==> config.mk <==
export PLATFORM = sky130hd
export DESIGN_NAME = subinvmult_sched
export DESIGN_NICKNAME = d
export VERILOG_FILES = /design/src/rtl/subinv_sched_pkg.sv /design/src/rtl/subinv_tag_pipe.sv /design/src/rtl/subinvmult_sched.sv
export SDC_FILE = /design/constraint.sdc
export NUM_CORES = 1
export LEC_CHECK = 0
export BUFFER_PORTS_ARGS = -buffer_cell sky130_fd_sc_hd__buf_2
export CAP_MARGIN = 25
export CORE_ASPECT_RATIO = 0.9
export CORE_MARGIN = 2
export CORE_UTILIZATION = 50
export CTS_CLUSTER_DIAMETER = 50
export DETAILED_ROUTE_END_ITERATION = 8
export HOLD_SLACK_MARGIN = 0.12
export PLACE_DENSITY_LB_ADDON = 0.05
export SETUP_SLACK_MARGIN = 0.05
export SLEW_MARGIN = 20
export SYNTH_ARGS = -nofsm -noshare
export SYNTH_HDL_FRONTEND = slang
export SYNTH_SLANG_ARGS = --single-unit
export TNS_END_PERCENT = 1
==> constraint.sdc <==
create_clock -name clk -period 4.39 [get_ports clk]
set_input_delay 0.439 -clock clk [delete_from_list [all_inputs] [get_ports clk]]
set_output_delay 0.439 -clock clk [all_outputs]
set_load 0.05 [all_outputs]
==> src/rtl/subinv_sched_pkg.sv <==
// rtl/subinv_sched_pkg.sv - shared state type, tag width and round-robin pick for subinvmult_sched
package subinv_sched_pkg;

  typedef enum logic [1:0] {
    RUN   = 2'd0,
    DRAIN = 2'd1,
    HALT  = 2'd2
  } sched_state_e;

  // Tags are sized for the largest supported requester count so one width serves every build.
  localparam int MAX_NREQ = 8;
  localparam int TAG_W    = $clog2(MAX_NREQ);

  function automatic logic [MAX_NREQ-1:0] rr_pick(
    input logic [MAX_NREQ-1:0] elig,
    input logic [TAG_W-1:0]    ptr,
    input int                  n
  );
    logic [MAX_NREQ-1:0] pick;
    logic                found;
    int                  idx;
    pick  = '0;
    found = 1'b0;
    for (int k = 0; k < MAX_NREQ; k++) begin
      idx = (int'(ptr) + k) % n;
      if ((k < n) && !found && elig[idx[TAG_W-1:0]]) begin
        pick[idx[TAG_W-1:0]] = 1'b1;
        found                = 1'b1;
      end
    end
    return pick;
  endfunction

endpackage

==> src/rtl/subinv_tag_pipe.sv <==
// rtl/subinv_tag_pipe.sv - valid+tag delay line that shadows the datapath operand and pipeline stages
module subinv_tag_pipe
  import subinv_sched_pkg::*;
#(
  parameter int DEPTH = 9
) (
  input  logic             clk_i,
  input  logic             reset_i,
  input  logic             valid_i,
  input  logic [TAG_W-1:0] tag_i,
  output logic             valid_o,
  output logic [TAG_W-1:0] tag_o,
  output logic             any_valid_o
);

  logic [DEPTH-1:0] valid_q;
  logic [TAG_W-1:0] tag_q [DEPTH];

  always_ff @(posedge clk_i or posedge reset_i) begin
    if (reset_i) begin
      valid_q <= '0;
      for (int i = 0; i < DEPTH; i++) begin
        tag_q[i] <= '0;
      end
    end else begin
      valid_q  <= {valid_q[DEPTH-2:0], valid_i};
      tag_q[0] <= tag_i;
      for (int i = 1; i < DEPTH; i++) begin
        tag_q[i] <= tag_q[i-1];
      end
    end
  end

  assign valid_o     = valid_q[DEPTH-1];
  assign tag_o       = tag_q[DEPTH-1];
  assign any_valid_o = |valid_q;

endmodule

==> src/rtl/subinvmult_sched.sv <==
// rtl/subinvmult_sched.sv - round-robin scheduler sharing one SubInvMult pipeline among requesters
// Define SUBINV_SCHED_PRIO0_EN to give requester 0 strict priority over the rotation.
module subinvmult_sched
  import subinv_sched_pkg::*;
#(
  parameter int DATA_WIDTH = 18,
  parameter int NREQ       = 4,
  parameter int LATENCY    = 8,
  parameter int MAX_OUT    = 15
) (
  input  logic                       clk,
  input  logic                       reset,
  input  logic [NREQ-1:0]            req_valid,
  input  logic [NREQ*DATA_WIDTH-1:0] req_a,
  input  logic [NREQ*DATA_WIDTH-1:0] req_b,
  output logic [NREQ-1:0]            req_ready,
  output logic [DATA_WIDTH-1:0]      dp_a,
  output logic [DATA_WIDTH-1:0]      dp_b,
  input  logic [DATA_WIDTH-1:0]      dp_result,
  output logic [NREQ-1:0]            rsp_valid,
  output logic [DATA_WIDTH-1:0]      rsp_data,
  input  logic                       drain_req,
  output logic                       busy,
  output logic                       drained
);

  localparam int CNT_W = $clog2(MAX_OUT + 1);

  sched_state_e          state_q, state_d;
  logic [TAG_W-1:0]      ptr_q, ptr_d;
  logic [CNT_W-1:0]      out_q [NREQ];
  logic [CNT_W-1:0]      out_d [NREQ];
  logic [DATA_WIDTH-1:0] dp_a_q, dp_b_q, rsp_data_q;
  logic [NREQ-1:0]       rsp_valid_q, rsp_valid_d;

  logic [NREQ-1:0]       elig, grant;
  logic [MAX_NREQ-1:0]   elig_ext, pick;
  logic [TAG_W-1:0]      grant_tag;
  logic                  grant_any, prio_hit, can_grant;
  logic [DATA_WIDTH-1:0] sel_a, sel_b;

  logic                  pipe_valid, pipe_busy;
  logic [TAG_W-1:0]      pipe_tag;

  // A response retiring this cycle frees its slot, so a full requester can be re-granted at once.
  always_comb begin
    elig     = '0;
    elig_ext = '0;
    for (int i = 0; i < NREQ; i++) begin
      elig[i]     = req_valid[i] &&
                    ((out_q[i] < CNT_W'(MAX_OUT)) || rsp_valid_q[i]);
      elig_ext[i] = elig[i];
    end
    can_grant = (state_q == RUN) && !drain_req && !reset;
    pick      = rr_pick(elig_ext, ptr_q, NREQ);
    prio_hit  = 1'b0;
`ifdef SUBINV_SCHED_PRIO0_EN
    if (elig[0]) begin
      pick     = '0;
      pick[0]  = 1'b1;
      prio_hit = 1'b1;
    end
`endif
    grant = '0;
    if (can_grant) begin
      for (int i = 0; i < NREQ; i++) begin
        grant[i] = pick[i];
      end
    end
    grant_any = can_grant && (|pick);
    grant_tag = '0;
    sel_a     = '0;
    sel_b     = '0;
    for (int i = 0; i < NREQ; i++) begin
      if (grant[i]) begin
        grant_tag = TAG_W'(i);
        sel_a     = req_a[i*DATA_WIDTH +: DATA_WIDTH];
        sel_b     = req_b[i*DATA_WIDTH +: DATA_WIDTH];
      end
    end
  end

  always_comb begin
    ptr_d = ptr_q;
    if (grant_any && !prio_hit) begin
      ptr_d = (grant_tag == TAG_W'(NREQ - 1)) ? '0 : grant_tag + 1'b1;
    end
  end

  always_comb begin
    for (int i = 0; i < NREQ; i++) begin
      out_d[i] = out_q[i];
      if (grant[i] && !rsp_valid_q[i]) begin
        out_d[i] = out_q[i] + 1'b1;
      end else if (!grant[i] && rsp_valid_q[i]) begin
        out_d[i] = out_q[i] - 1'b1;
      end
    end
  end

  always_comb begin
    rsp_valid_d = '0;
    for (int i = 0; i < NREQ; i++) begin
      rsp_valid_d[i] = pipe_valid && (pipe_tag == TAG_W'(i));
    end
  end

  always_comb begin
    state_d = state_q;
    case (state_q)
      RUN:     if (drain_req)  state_d = DRAIN;
      DRAIN:   if (!busy)      state_d = HALT;
      HALT:    if (!drain_req) state_d = RUN;
      default:                 state_d = RUN;
    endcase
  end

  always_ff @(posedge clk or posedge reset) begin
    if (reset) begin
      state_q     <= RUN;
      ptr_q       <= '0;
      dp_a_q      <= '0;
      dp_b_q      <= '0;
      rsp_data_q  <= '0;
      rsp_valid_q <= '0;
      for (int i = 0; i < NREQ; i++) begin
        out_q[i] <= '0;
      end
    end else begin
      state_q     <= state_d;
      ptr_q       <= ptr_d;
      rsp_valid_q <= rsp_valid_d;
      if (grant_any) begin
        dp_a_q <= sel_a;
        dp_b_q <= sel_b;
      end
      if (pipe_valid) begin
        rsp_data_q <= dp_result;
      end
      for (int i = 0; i < NREQ; i++) begin
        out_q[i] <= out_d[i];
      end
    end
  end

  // One extra stage covers the dp_a/dp_b register ahead of the datapath.
  subinv_tag_pipe #(
    .DEPTH(LATENCY + 1)
  ) u_tag_pipe (
    .clk_i      (clk),
    .reset_i    (reset),
    .valid_i    (grant_any),
    .tag_i      (grant_tag),
    .valid_o    (pipe_valid),
    .tag_o      (pipe_tag),
    .any_valid_o(pipe_busy)
  );

  assign req_ready = grant;
  assign dp_a      = dp_a_q;
  assign dp_b      = dp_b_q;
  assign rsp_valid = rsp_valid_q;
  assign rsp_data  = rsp_data_q;
  assign busy      = pipe_busy | (|rsp_valid_q);
  assign drained   = (state_q == HALT);

endmodule

Word-level counts from Yosys, hierarchy flattened
Index checks and enable logic that the tools add are counted.

Bits in registers: 114. Input bits: 169. Output and inout port bits: 64. Word-level logic and storage cells: 164.

Equality and inequality tests: 9. Reductions and logical operators: 56. Bitwise operators: 7. Mux-type cells: 48. $lt $le $gt $ge: 12. Add/sub/neg operators: 12.

Operators with widths (count): 18-bit 2-to-1 mux (8); 4-bit 2-to-1 mux (10); 1-bit logical AND (26); 8-bit 2-to-1 mux (3); 4-bit by 1-bit adder with 4-bit output (second input constant) (4); 4-bit < comparator (second input constant) (4); 8-bit OR (2); 4-bit by 1-bit subtractor with 4-bit output (second input constant) (4); 1-bit zero test (13); 3-bit by 4-bit < comparator with 1-bit output (second input constant) (3); 1-bit 2-to-1 mux (12); 1-bit binary-select mux with 3-bit select (3); 1-bit demux with 3-bit select (3); 3-bit by 2-bit == test with 1-bit output (second input constant) (3); 3-bit by 1-bit >= comparator with 1-bit output (second input constant) (3); 9-bit OR reduction (1); 2-bit 2-to-1 mux (4); 4-bit by 8-bit OR with 8-bit output (1); 2-bit nonzero test (4); 8-bit OR reduction (1); 3-bit 2-to-1 mux (2); 2-bit inequality test (second input constant) (3); 2-bit one-hot mux with 3 select lines (1); 2-bit OR reduction (3); other kinds (16) (23).

Longest topological paths before layout
Word-level depth: 21. Depth in mapped cells: 19. Mapped depth without buffers: 17.

Cells and area by module
Synthesis repeated with hierarchy kept, for this count alone.

Cells, all modules: 502. Area, all modules: 5604.1 um^2.

Modules (own cells, without submodules): subinvmult_sched (sequential area each 1951.9 um^2, times used 1, cells each 458, area an instance 4657.0 um^2); subinv_tag_pipe (sequential area each 900.9 um^2, times used 1, cells each 44, area an instance 947.2 um^2).

Worst setup path before layout
Ideal clock, no wire load.

Path kind: reg2reg. Start point: register rsp_valid_q[0] (netlist: rsp_valid[0]). End point: register out_q[7] (netlist bit). Cell stages (with the launch flop): 18. Setup time: 0.125 ns. Buffers on the path: 2. Required time: 4.265 ns. Clock period less this slack: 4.398 ns. Path slack: -0.008 ns. Data arrival time: 4.273 ns. Cells stage by stage: dfrtp_1 > nor2b_1 > a21boi_1 > mux4_2 > nor2b_1 > a2bb2oi_4 > and2_1 > buf_6 > buf_6 > nor2_1 > ha_1 > inv_1 > ha_1 > a21o_1 > a21oi_1 > xnor2_1 > nor2_1 > xor2_1.

Longest elaborated chain between the ends: 18. Elaborated cells between the ends (all ways): 32. Classes of those cells: mux: 17; bitwise: 3; reduce/logical: 12.

RTL lines: from (decl) (line subinvmult_sched.sv:34) `logic [NREQ-1:0] rsp_valid_q, rsp_valid_d;`; from (signal assigned) (line subinvmult_sched.sv:132) `rsp_valid_q <= rsp_valid_d;`; 1-bit logical OR * (line subinvmult_sched.sv:51) `((out_q[i] < CNT_W'(MAX_OUT)) || rsp_valid_q[i]);`; 1-bit logical AND * (line subinvmult_sched.sv:50) `elig[i] = req_valid[i] &&`; 1-bit binary-select mux with 2-bit select (line subinv_sched_pkg.sv:26) `if ((k < n) && !found && elig[idx[TAG_W-1:0]]) begin`; 1-bit 2-to-1 mux (not written as such) (line subinv_sched_pkg.sv:26); 1-bit 2-to-1 mux (line subinv_sched_pkg.sv:26); 1-bit zero test (line subinv_sched_pkg.sv:26); 1-bit logical AND (line subinv_sched_pkg.sv:26); 1-bit 2-to-1 mux (line subinv_sched_pkg.sv:26); [... 3 more ...]; 1-bit zero test (line subinv_sched_pkg.sv:26); 1-bit logical AND (line subinv_sched_pkg.sv:26); 8-bit 2-to-1 mux * (line subinv_sched_pkg.sv:26); 4-bit 2-to-1 mux * (line subinvmult_sched.sv:65) `if (can_grant) begin`; named net req_ready[2] (line subinvmult_sched.sv:16) `output logic [NREQ-1:0] req_ready,`; 1-bit zero test (line subinvmult_sched.sv:95) `end else if (!grant[i] && rsp_valid_q[i]) begin`; 1-bit logical AND (line subinvmult_sched.sv:95); 2-bit nonzero test (no source line); to (signal, indexed assignment) (line subinvmult_sched.sv:141) `out_q[i] <= out_d[i];`; to (decl) (line subinvmult_sched.sv:31) `logic [CNT_W-1:0] out_q [NREQ];`.

Mark *: on every way through the listed nets, which the timed path passes. The rest lies on a longest branch. The select of a mux whose other input is x is not followed. A chain may end at the register's enable or synchronous reset.

Final worst setup path
Start point: register ptr_q[0]. End point: output port req_ready[1].

Longest elaborated chain between the ends: 14. Elaborated cells between the ends (all ways): 54. Classes of those cells: add/sub: 3; order compare: 8; mux: 24; bitwise: 6; reduce/logical: 13.

RTL lines: from (decl) (line subinvmult_sched.sv:30) `logic [TAG_W-1:0] ptr_q, ptr_d;`; from (signal assigned) (line subinvmult_sched.sv:131) `ptr_q <= ptr_d;`; 2-bit by 1-bit adder with 2-bit output (line subinv_sched_pkg.sv:25) `idx = (int'(ptr) + k) % n;`; 2-bit OR reduction (no source line); 1-bit bitwise AND (no source line); 3-bit by 4-bit < comparator with 1-bit output (not written as such) (tied with other cells) (line subinv_sched_pkg.sv:27) `pick[idx[TAG_W-1:0]] = 1'b1;`; 1-bit logical AND (not written as such) / 1-bit 2-to-1 mux (equally long branches) (line subinv_sched_pkg.sv:27, subinv_sched_pkg.sv:26); 1-bit 2-to-1 mux (not written as such) / 1-bit logical AND (equally long branches) (line subinv_sched_pkg.sv:27, subinv_sched_pkg.sv:26); 1-bit demux with 3-bit select / 1-bit 2-to-1 mux (equally long branches) (line subinv_sched_pkg.sv:27, subinv_sched_pkg.sv:26); 4-bit by 8-bit OR with 8-bit output (no source line) / 1-bit zero test (equally long branches); 8-bit 2-to-1 mux / 1-bit logical AND (equally long branches) (line subinv_sched_pkg.sv:26); 8-bit OR (no source line) / 1-bit 2-to-1 mux (equally long branches); 8-bit 2-to-1 mux / 1-bit zero test (equally long branches) (line subinv_sched_pkg.sv:26); 8-bit OR (no source line) / 1-bit logical AND (equally long branches); 8-bit 2-to-1 mux * (line subinv_sched_pkg.sv:26); 4-bit 2-to-1 mux * (line subinvmult_sched.sv:65); to (decl) (line subinvmult_sched.sv:16).

Every way passes the cells marked *; elsewhere a longest branch is shown, timed or not. The select of a mux whose other input is x is not followed.

==> summary.md <==
| Metric | Value |
|---|---|
| GRT overflow | 0 |
| Critical path class | reg2out |
| Syn Area/Cell | 9.932 sq um |
| Pre-antenna DRT Iters | 5 |
| Post-CTS resize count | 0 |
| Hold-fix buffers, CTS | 0 |
| CTS buffer count | 9 |
| # fillers | 1,063 |
| Status | complete, no violations |
| Post-layout net count | 1,037 |
| IO Pins | 233 |
| Pre-CTS setup slack | 0.4495 ns |
| Clock skew | 0.009370 ns |
| Die H | 110.3 um |
| Drt drc | 0 |
| P&R area growth vs syn | 25.55% |
| Worst-margin pin slew | 0.8557 ns |
| Worst-case reg-to-reg path depth | 16 |
| Register area | 0.002628 sq mm |
| CP startpoint kind | register |
| Non-Filler Instances | 1,010 |
| Max_cap viols | 0 |
| Fin. Hold Viols | 0 |
| Seq/Total Area, Yosys | 0.4186 |
| # H-tree levels | 3 |
| Crit path capture type | output pin |
| Period utilization | 0.9349 |
| Area of the multi-input gates | 0.003256 sq mm |
| DRT iter0 DRCs | 421 |
| Hold Path Class | in2async |
| Worst EP arrival | 3.67 ns |
| Initial antenna violation count | 0 |
| Setup TNS | 0 ns |
| Via count | 5,849 |
| Synth Net Count | 824 |
| Post-Syn Area | 0.006277 sq mm |
| Final setup viols | 0 |
| R2r endpoint | out_q[15] |
| Placed cells | 994 |
| Synth unique cells | 53 |
| Global-route wire length before repair | 28,590 um |
| Core area | 0.01217 sq mm |
| Port bufs | 232 |
| Final GP Congestion | 0.9092 |
| Num rows | 38 |
| RSZ-0062 raised after global routing | no |
| Most frequent cells in the layout | 232 x buf_2, 105 x dfrtp_1, 54 x nand2_1 |
| Detailed Route WL | 18,820 um |
| Leak | 0.003761 uW |
| Post-DP HPWL | 12,880 um |
| Largest net degree at the start of global routing | 83 |
| Most common cell after layout, fill and taps aside | buf_2 |
| Clk slew on worst S/H paths | 0.07 ns |
| Critical Path RT | 3.95 ns |
| Async SR Flop Fraction | 1.000 |
| Fin. max-slew vios | 0 |
| Starting density of the core | 0.5157 |
| Crit path from | ptr_q[0] |
| CTS tree | built |
| PD cells | 262.2 mW/mm^2 |
| Fin worst setup slack | 0.2858 ns |
| Slew HR | 0.4295 |
| Post-CTS Setup Bufs | 0 |
| Deepest clock path buffer count | 2 |
| Latest clock arrival within the worst-skew pair | 0.35 ns |
| Number of global-route vias before repair | 5,733 |
| Clock net sink count | 105 |
| Clock root cell | clkbuf_16 |
| Die area | 0.01347 sq mm |
| Peak supply drop | 0.1942 mV |
| Yosys warns | 0 |
| Reg-to-Reg Start | ptr_q[0] |
| Die W | 122.1 um |
| Crit path time final | 4.104 ns |
| Fin Hold WS | 0.2649 ns |
| Post-synth top flop | dfrtp_1 |
| Setup slack, reg-to-reg | 0.39 ns |
| GRT Total Usage | 0.2760 |
| Post-Syn Instances | 632 |
| CP max FO | 38 |
| #FFs+latches synth | 105 |
| Per-cell routed wire length | 18.64 um |
| # diodes | 0 |
| Layout cells sized above 1 | 0.4000 |
| Antenna Nets Post-Route | 0 |
| Post-DR vias/cell | 5.791 |
| Post-synth EDFFs | 0 |
| Maximum clock frequency | 0.2437 GHz |
## Yosys cell counts (8+ instances only)
master	n	area, sq um
a211oi_1	38	285.3
a21oi_1	42	210.2
a221oi_1	8	70.07
a221oi_2	28	420.4
buf_2	17	85.08
clkbuf_1	12	45.04
dfrtp_1	105	2628
ha_1	19	237.7
inv_1	53	198.9
mux2_2	22	247.7
nand2_1	54	202.7
nand3_1	30	150.1
nor2_1	52	195.2
o21ai_0	9	45.04
o21bai_1	36	270.3
xnor2_1	12	105.1
## layer usage
layer,vias to the layer above,global-route usage,routed length (um)
met5,-,0,0
met4,0,0.1190,573
met3,51,0.05710,1537
met2,306,0.4629,9100
met1,2808,0.3485,7613
li1,2684,-,-
## power breakdown
part / leakage [uW] / internal, uW / total [uW] / switching (uW)
sequential: 0.00119 / 975 / 986 / 11.2
clock: 0.000160 / 485 / 869 / 384
combinational: 0.00241 / 84.9 / 212 / 127
## registers in the layout, indices dropped and copies added (netlist names)
register / count
u_tag_pipe.tag_o: 2
rsp_valid: 4
dp_b: 18
ptr_q: 2
u_tag_pipe.valid_q: 9
dp_a: 18
u_tag_pipe.tag_q: 16
rsp_data: 18
state_q: 2
out_q: 16
## per-stage QoR
stage	area [sq um]	util	power [uW]
floorplan	6280	-	1101
global placement	7556	0.6208	1213
detailed placement	7556	0.6208	1216
CTS	7879	0.6473	2082
global route	7881	0.6475	2147
finish	7881	0.6475	2067
## worst max-delay path by stage
| stage | endpoint | slack, ns |
|---|---|---|
| after floorplan | out_q[3] | 0.12 |
| after detailed placement | out_q[15] | 0.45 |
| final | req_ready[1] | 0.29 |
| after global placement | out_q[15] | 0.58 |
| after CTS | req_ready[1] | 0.29 |
| after global routing | req_ready[1] | 0.09 |
## worst max-delay path, cell delays in order (launching register included)
cell,delay [ns]
dfrtp_1,0.51
inv_1,0.23
ha_1,0.38
inv_1,0.16
o211a_1,0.17
a22oi_1,0.08
or3_1,0.48
a21boi_2,0.27
o31a_2,0.20
buf_4,0.46
buf_2,0.36
## kinds of logic after synthesis
kind of cell / synth area share
compound gates: 0.2545
xor+xnor: 0.02232
fa+ha+maj: 0.05063
buf+inv: 0.07036
flops: 0.4186
mux: 0.05741
simple gates: 0.1262
## final cells by class
cell class              count  share of cell area
multi-input cells         431              0.4131
repair buffers            245              0.1613
clock buffers              11             0.03207
flip-flops and latches    105              0.3334
inverters                  53             0.02588
clock inverters             5            0.008890
well taps                 160             0.02540
Note: power is estimated with default switching activity, not from simulation.
